**src/rtl/image_loader.sv**
```systemverilog
// image_loader: turns a valid/ready stream of 16-bit image words into packed
// {send_img, bit_offset[14:0], data[15:0]} commands for the image buffer stage,
// and appends one commit command (send_img=1) after the last word of each frame.
// Optional feature macro: IMAGE_LOADER_LAST_CHECK_EN enables s_last framing checks
// (err_early / err_missing); without it s_last is ignored and the errors stay 0.
module image_loader #(
  parameter  int FRAME_BITS = 2500,
  localparam int NWORDS     = (FRAME_BITS + 15) / 16
) (
  input  logic        clk,
  input  logic        rst_n,
  input  logic        s_valid,
  input  logic [15:0] s_data,
  output logic        s_ready,
  input  logic        s_last,
  output logic [31:0] addr_din,
  output logic        frame_done,
  output logic [7:0]  word_idx,
  output logic        err_early,
  output logic        err_missing
);

  typedef enum logic {
    LOAD   = 1'b0,
    COMMIT = 1'b1
  } state_t;

  localparam logic [7:0] LAST_IDX = 8'(NWORDS - 1);

  state_t      r_state;
  logic [7:0]  r_word_idx;
  logic [31:0] r_addr_din;
  logic        r_frame_done;
  logic        r_err_early;
  logic        r_err_missing;

  logic        w_fire;
  logic        w_is_last;
  logic [14:0] w_offset;
  logic        w_early;
  logic        w_missing;

  // A word is taken only while loading; the commit cycle is the single bubble.
  assign w_fire    = s_valid && (r_state == LOAD);
  assign w_is_last = (r_word_idx == LAST_IDX);
  // Bit offset of the current word: word index times 16, widened to 15 bits.
  assign w_offset  = {3'b000, r_word_idx, 4'b0000};

`ifdef IMAGE_LOADER_LAST_CHECK_EN
  assign w_early   = s_last && !w_is_last;
  assign w_missing = !s_last && w_is_last;
`else
  logic w_unused_last;
  assign w_unused_last = s_last;
  assign w_early       = 1'b0;
  assign w_missing     = 1'b0;
`endif

  // Frame FSM: stream words in LOAD, then spend one cycle in COMMIT raising send_img.
  always_ff @(posedge clk or negedge rst_n) begin
    if (!rst_n) begin
      r_state       <= LOAD;
      r_word_idx    <= 8'd0;
      r_addr_din    <= 32'd0;
      r_frame_done  <= 1'b0;
      r_err_early   <= 1'b0;
      r_err_missing <= 1'b0;
    end else begin
      r_frame_done  <= 1'b0;
      r_err_early   <= 1'b0;
      r_err_missing <= 1'b0;
      case (r_state)
        LOAD: begin
          if (w_fire) begin
            r_addr_din    <= {1'b0, w_offset, s_data};
            r_err_early   <= w_early;
            r_err_missing <= w_missing;
            if (w_early) begin
              // Frame ended too soon: drop it and restart at word 0, no commit.
              r_word_idx <= 8'd0;
            end else if (w_is_last) begin
              r_word_idx <= 8'd0;
              r_state    <= COMMIT;
            end else begin
              r_word_idx <= r_word_idx + 8'd1;
            end
          end else begin
            // Hold offset/data so the downstream write is a harmless repeat.
            r_addr_din[31] <= 1'b0;
          end
        end
        COMMIT: begin
          // Re-issue the final word with send_img set so the buffer publishes.
          r_addr_din[31] <= 1'b1;
          r_frame_done   <= 1'b1;
          r_state        <= LOAD;
        end
        default: r_state <= LOAD;
      endcase
    end
  end

  assign s_ready     = (r_state == LOAD);
  assign addr_din    = r_addr_din;
  assign frame_done  = r_frame_done;
  assign word_idx    = r_word_idx;
  assign err_early   = r_err_early;
  assign err_missing = r_err_missing;

endmodule
```
**config.mk**
```make
export PLATFORM = sky130hd
export DESIGN_NAME = image_loader
export DESIGN_NICKNAME = d
export VERILOG_FILES = /design/src/rtl/image_loader.sv
export SDC_FILE = /design/constraint.sdc
export NUM_CORES = 1
export LEC_CHECK = 0
export CAP_MARGIN = 25
export CORE_MARGIN = 4
export CORE_UTILIZATION = 26
export DETAILED_ROUTE_END_ITERATION = 7
export PLACE_DENSITY = 0.55
export SLEW_MARGIN = 0
export SYNTH_ARGS = -nofsm -noshare
export SYNTH_HDL_FRONTEND = slang
export SYNTH_SLANG_ARGS = --single-unit
```
**constraint.sdc**
```tcl
create_clock -name clk -period 1.65 [get_ports clk]
set_clock_uncertainty 0.1 [all_clocks]
set_input_delay 0.33 -clock clk [delete_from_list [all_inputs] [get_ports clk]]
set_output_delay 0.33 -clock clk [all_outputs]
set_load 0.01 [all_outputs]
```
==> impl_metrics.py <==
metrics = {
    "status": {
        "outcome": "completed",
    },
    "worst_setup_path": {
        "required_ns": 1.72,
        "path_common_cell": "buf_4",
        "cpPeakStageDelay_ns": 0.39,
        "start_kind": "flop",
        "endpoint_kind": "flop",
        "worstPathArrival_ns": 1.69,
        "critPathKind": "reg -> reg",
        "crit_fanout": 5,
        "crit_path_cell_trace": "buf_4 > inv_4 > ha_4 > nand3b_1 > buf_4 > nor3_1 > o31ai_1",
        "crit_slowest_cell": "dfrtp_1",
    },
    "synth": {
        "ys_seq_elements": 34,
        "ys_seq_area_frac": 0.549,
        "synthAdderAreaFrac": 0.0161,
        "synthesis.area_um2": 1550,
        "synth_edf_count": 0,
        "synth_compound_area_frac": 0.0638,
        "synthXorXnorAreaFrac": 0.00565,
        "synth_top_area_cell": "dfrtp_1",
        "ys_types": 29,
        "synthCells": 116,
        "synth_mux_area_frac": 0.196,
        "synth_area_leaders": "dfrtp_1, mux2_2, buf_4",
        "syn-mean-instance-area_um2": 13.4,
        "yosys.area.top_type_share": 0.549,
        "synthArstFlopShare": 1.00,
        "synth-simple-area-share": 0.0702,
        "yosys_warnings": 0,
        "synth-main-ff-cell": "dfrtp_1",
        "synth_top_family_by_area": "multiplexers",
    },
    "global_route": {
        "grt_use_met3": 0.0379,
        "grt_pass1_vias": 1194,
        "busiest_layer": "met2",
        "grt_usage": 0.103,
        "gr-total-overflow": 0,
        "use_met2": 0.181,
        "grt_max_degree": 35,
        "use_met1": 0.113,
        "grt_pass1_wl_mm": 5.89,
        "antenna_found_initial": 0,
    },
    "floorplanning": {
        "ioPinCount": 64,
        "initial_core_util": 0.275,
        "core_area_um2": 5640,
        "fp.dieH_um": 85.2,
        "die_area_um2": 7260,
        "rows": 27,
        "die_width_um": 85.2,
    },
    "placement": {
        "portBuffers": 53,
        "hpwlAfterDp_mm": 2.52,
        "place_area_um2": 2160,
        "routabilityCongestion": 0.760,
        "dp_cells": 242,
    },
    "layout": {
        "num_antenna_cells": 0,
        "fin_cells": 257,
        "nets": 206,
        "drive_above_1_share": 0.308,
        "utilization": 0.420,
        "finalInstanceArea_um2": 2370,
        "area_delta_synth_final_pct": 52.7,
    },
    "job": {
        "maxCapViolations": 0,
    },
    "clock_tree": {
        "cts_sinks": 34,
        "clkLatencyLatePin_ns": 0.29,
        "cts_tree": "done",
        "numCtsBuffers": 5,
        "clockBufferDepth": 2,
        "clk_root_buffer_cell": "clkbuf_8",
        "ctsHtreeMaxLevel": 2,
        "path_clk_slew_ns": 0.07,
    },
    "sta": {
        "slew_viol_final": 0,
        "hold_viol_final": 0,
        "setup_violations": 0,
        "fin_crit_sh": 0.982,
        "fin_crit_ns": 1.62,
        "fmax_ghz": 0.617,
    },
    "detailed_routing": {
        "wire_per_inst_um": 14.1,
        "drtIter0Drc": 21,
        "vias": 1141,
        "viasPerCell": 4.44,
        "postRouteAntennaNets": 0,
        "drc_errors": 0,
        "routed_wl_mm": 3.63,
        "drtPass1Iterations": 4,
    },
    "pwr": {
        "ir_worst_vdd_v": 0.000344,
        "power.density_nw_per_um2": 1200,
        "power.total_uw": 2850,
        "p_leak_uw": 0.00118,
    },
    "min_path": {
        "hold_path.class": "in -> async",
    },
}
## flip-flops by register name, summed over array words and instances, names as in the netlist
signal / flops
addr_din: 25
word_idx: 8
r_state: 1
## area by class of cell
cell class              count  area (um^2)
clock buffers               7         86.3
clock inverters             1         5.00
fillers                   528         3270
inverters                   7         28.8
multi-input cells          68          603
flip-flops and latches     34          853
well taps                  72         90.1
repair buffers             68          701
## power by group
group | leakage, uW | internal (uW) | total, uW | switching (uW)
Sequential | 0.000401 | 1020 | 1120 | 96.9
Clock | 0.0000482 | 336 | 626 | 289
Combinational | 0.000734 | 601 | 1110 | 511
Total | 0.00118 | 1960 | 2850 | 897
## synth_stat cells (2+ instances only)
cell type	instances
nor3_1	2
o21ai_0	2
nand3b_1	2
a31oi_1	3
mux2i_1	3
inv_1	7
nand2_1	3
mux2_2	19
dfrtp_1	34
buf_6	3
ha_1	2
and2_2	2
o31ai_1	3
nand4_1	2
buf_4	12
mux2_4	4
## stage by stage
stage                     setup TNS [ns]  hold WS (ns)  worst slack [ns]
after floorplan                        0       -0.0656             0.170
after global placement             -3.08         0.348            -0.129
after detailed placement           -3.85         0.351            -0.158
after CTS                              0         0.315          0.000762
after global routing             -0.0827         0.331           -0.0356
final                                  0         0.320            0.0297
## worst max-delay path, delay by kind of cell (launching register included)
kind	cells	cell delay [ns]
buf+inv	3	0.43
flops	1	0.39
simple gates	2	0.37
fa+ha+maj	1	0.13
compound gates	1	0.09
## logic make-up (layout without fill, tap and decap cells)
logic type	count (synthesis)	count (layout)
adders and majority gates	2	2
DFF	34	34
xor gates and xnor gates	1	1
AOI/OAI and AO/OA	13	13
other	1	9
buffers and inverters	22	83
and+or+nand+nor	17	17
muxes	26	26
## metal layers
layer | up-vias | part of all wire
li1 | 527 | -
met1 | 551 | 0.39
met2 | 59 | 0.52
met3 | 4 | 0.083
met4 | 0 | 0.012
met5 | - | 0
## cells in the final DEF (no fill, tap or decap), types with 2 or more instances in the layout
cell type and instances:
dlygate4sd2_1 4, buf_12 2, nand3b_1 2, clkdlybuf4s50_1 34, clkbuf_8 6, nand4_1 2, nor3_1 2, nand2_1 3
o21ai_0 2, dlymetal6s2s_1 15, dfrtp_1 32, buf_4 13, and2_2 2, mux2i_1 3, conb_1 9, dfrtp_2 2
mux2_2 19, inv_1 6, mux2_4 4, a31oi_1 3, o31ai_1 2
## path summary, 6_finish.rpt
path,slack (ns),start,to,depth (start not counted)
min in group clk,0.41,addr_din[26],addr_din[26],1
hold reg to reg,0.41,addr_din[26],addr_din[26],1
setup / recovery,0.03,word_idx[0],word_idx[2],7
setup reg to reg,0.03,word_idx[0],word_idx[2],7
max in group asynchronous,0.94,rst_n,word_idx[1],2
hold / removal,0.32,rst_n,word_idx[2],2
## repair_timing
| item | 4_1_cts | 5_1_grt |
|---|---|---|
| gates resized for setup | 6 | 21 |
| setup endpoints to repair | 6 | 19 |
| endpoints found under the hold margin | 0 | 0 |
| pin swaps | 3 | 3 |
| hold buffers | 0 | 0 |
| buffers inserted | 5 | 2 |
Power figures use the tool's default switching activity.
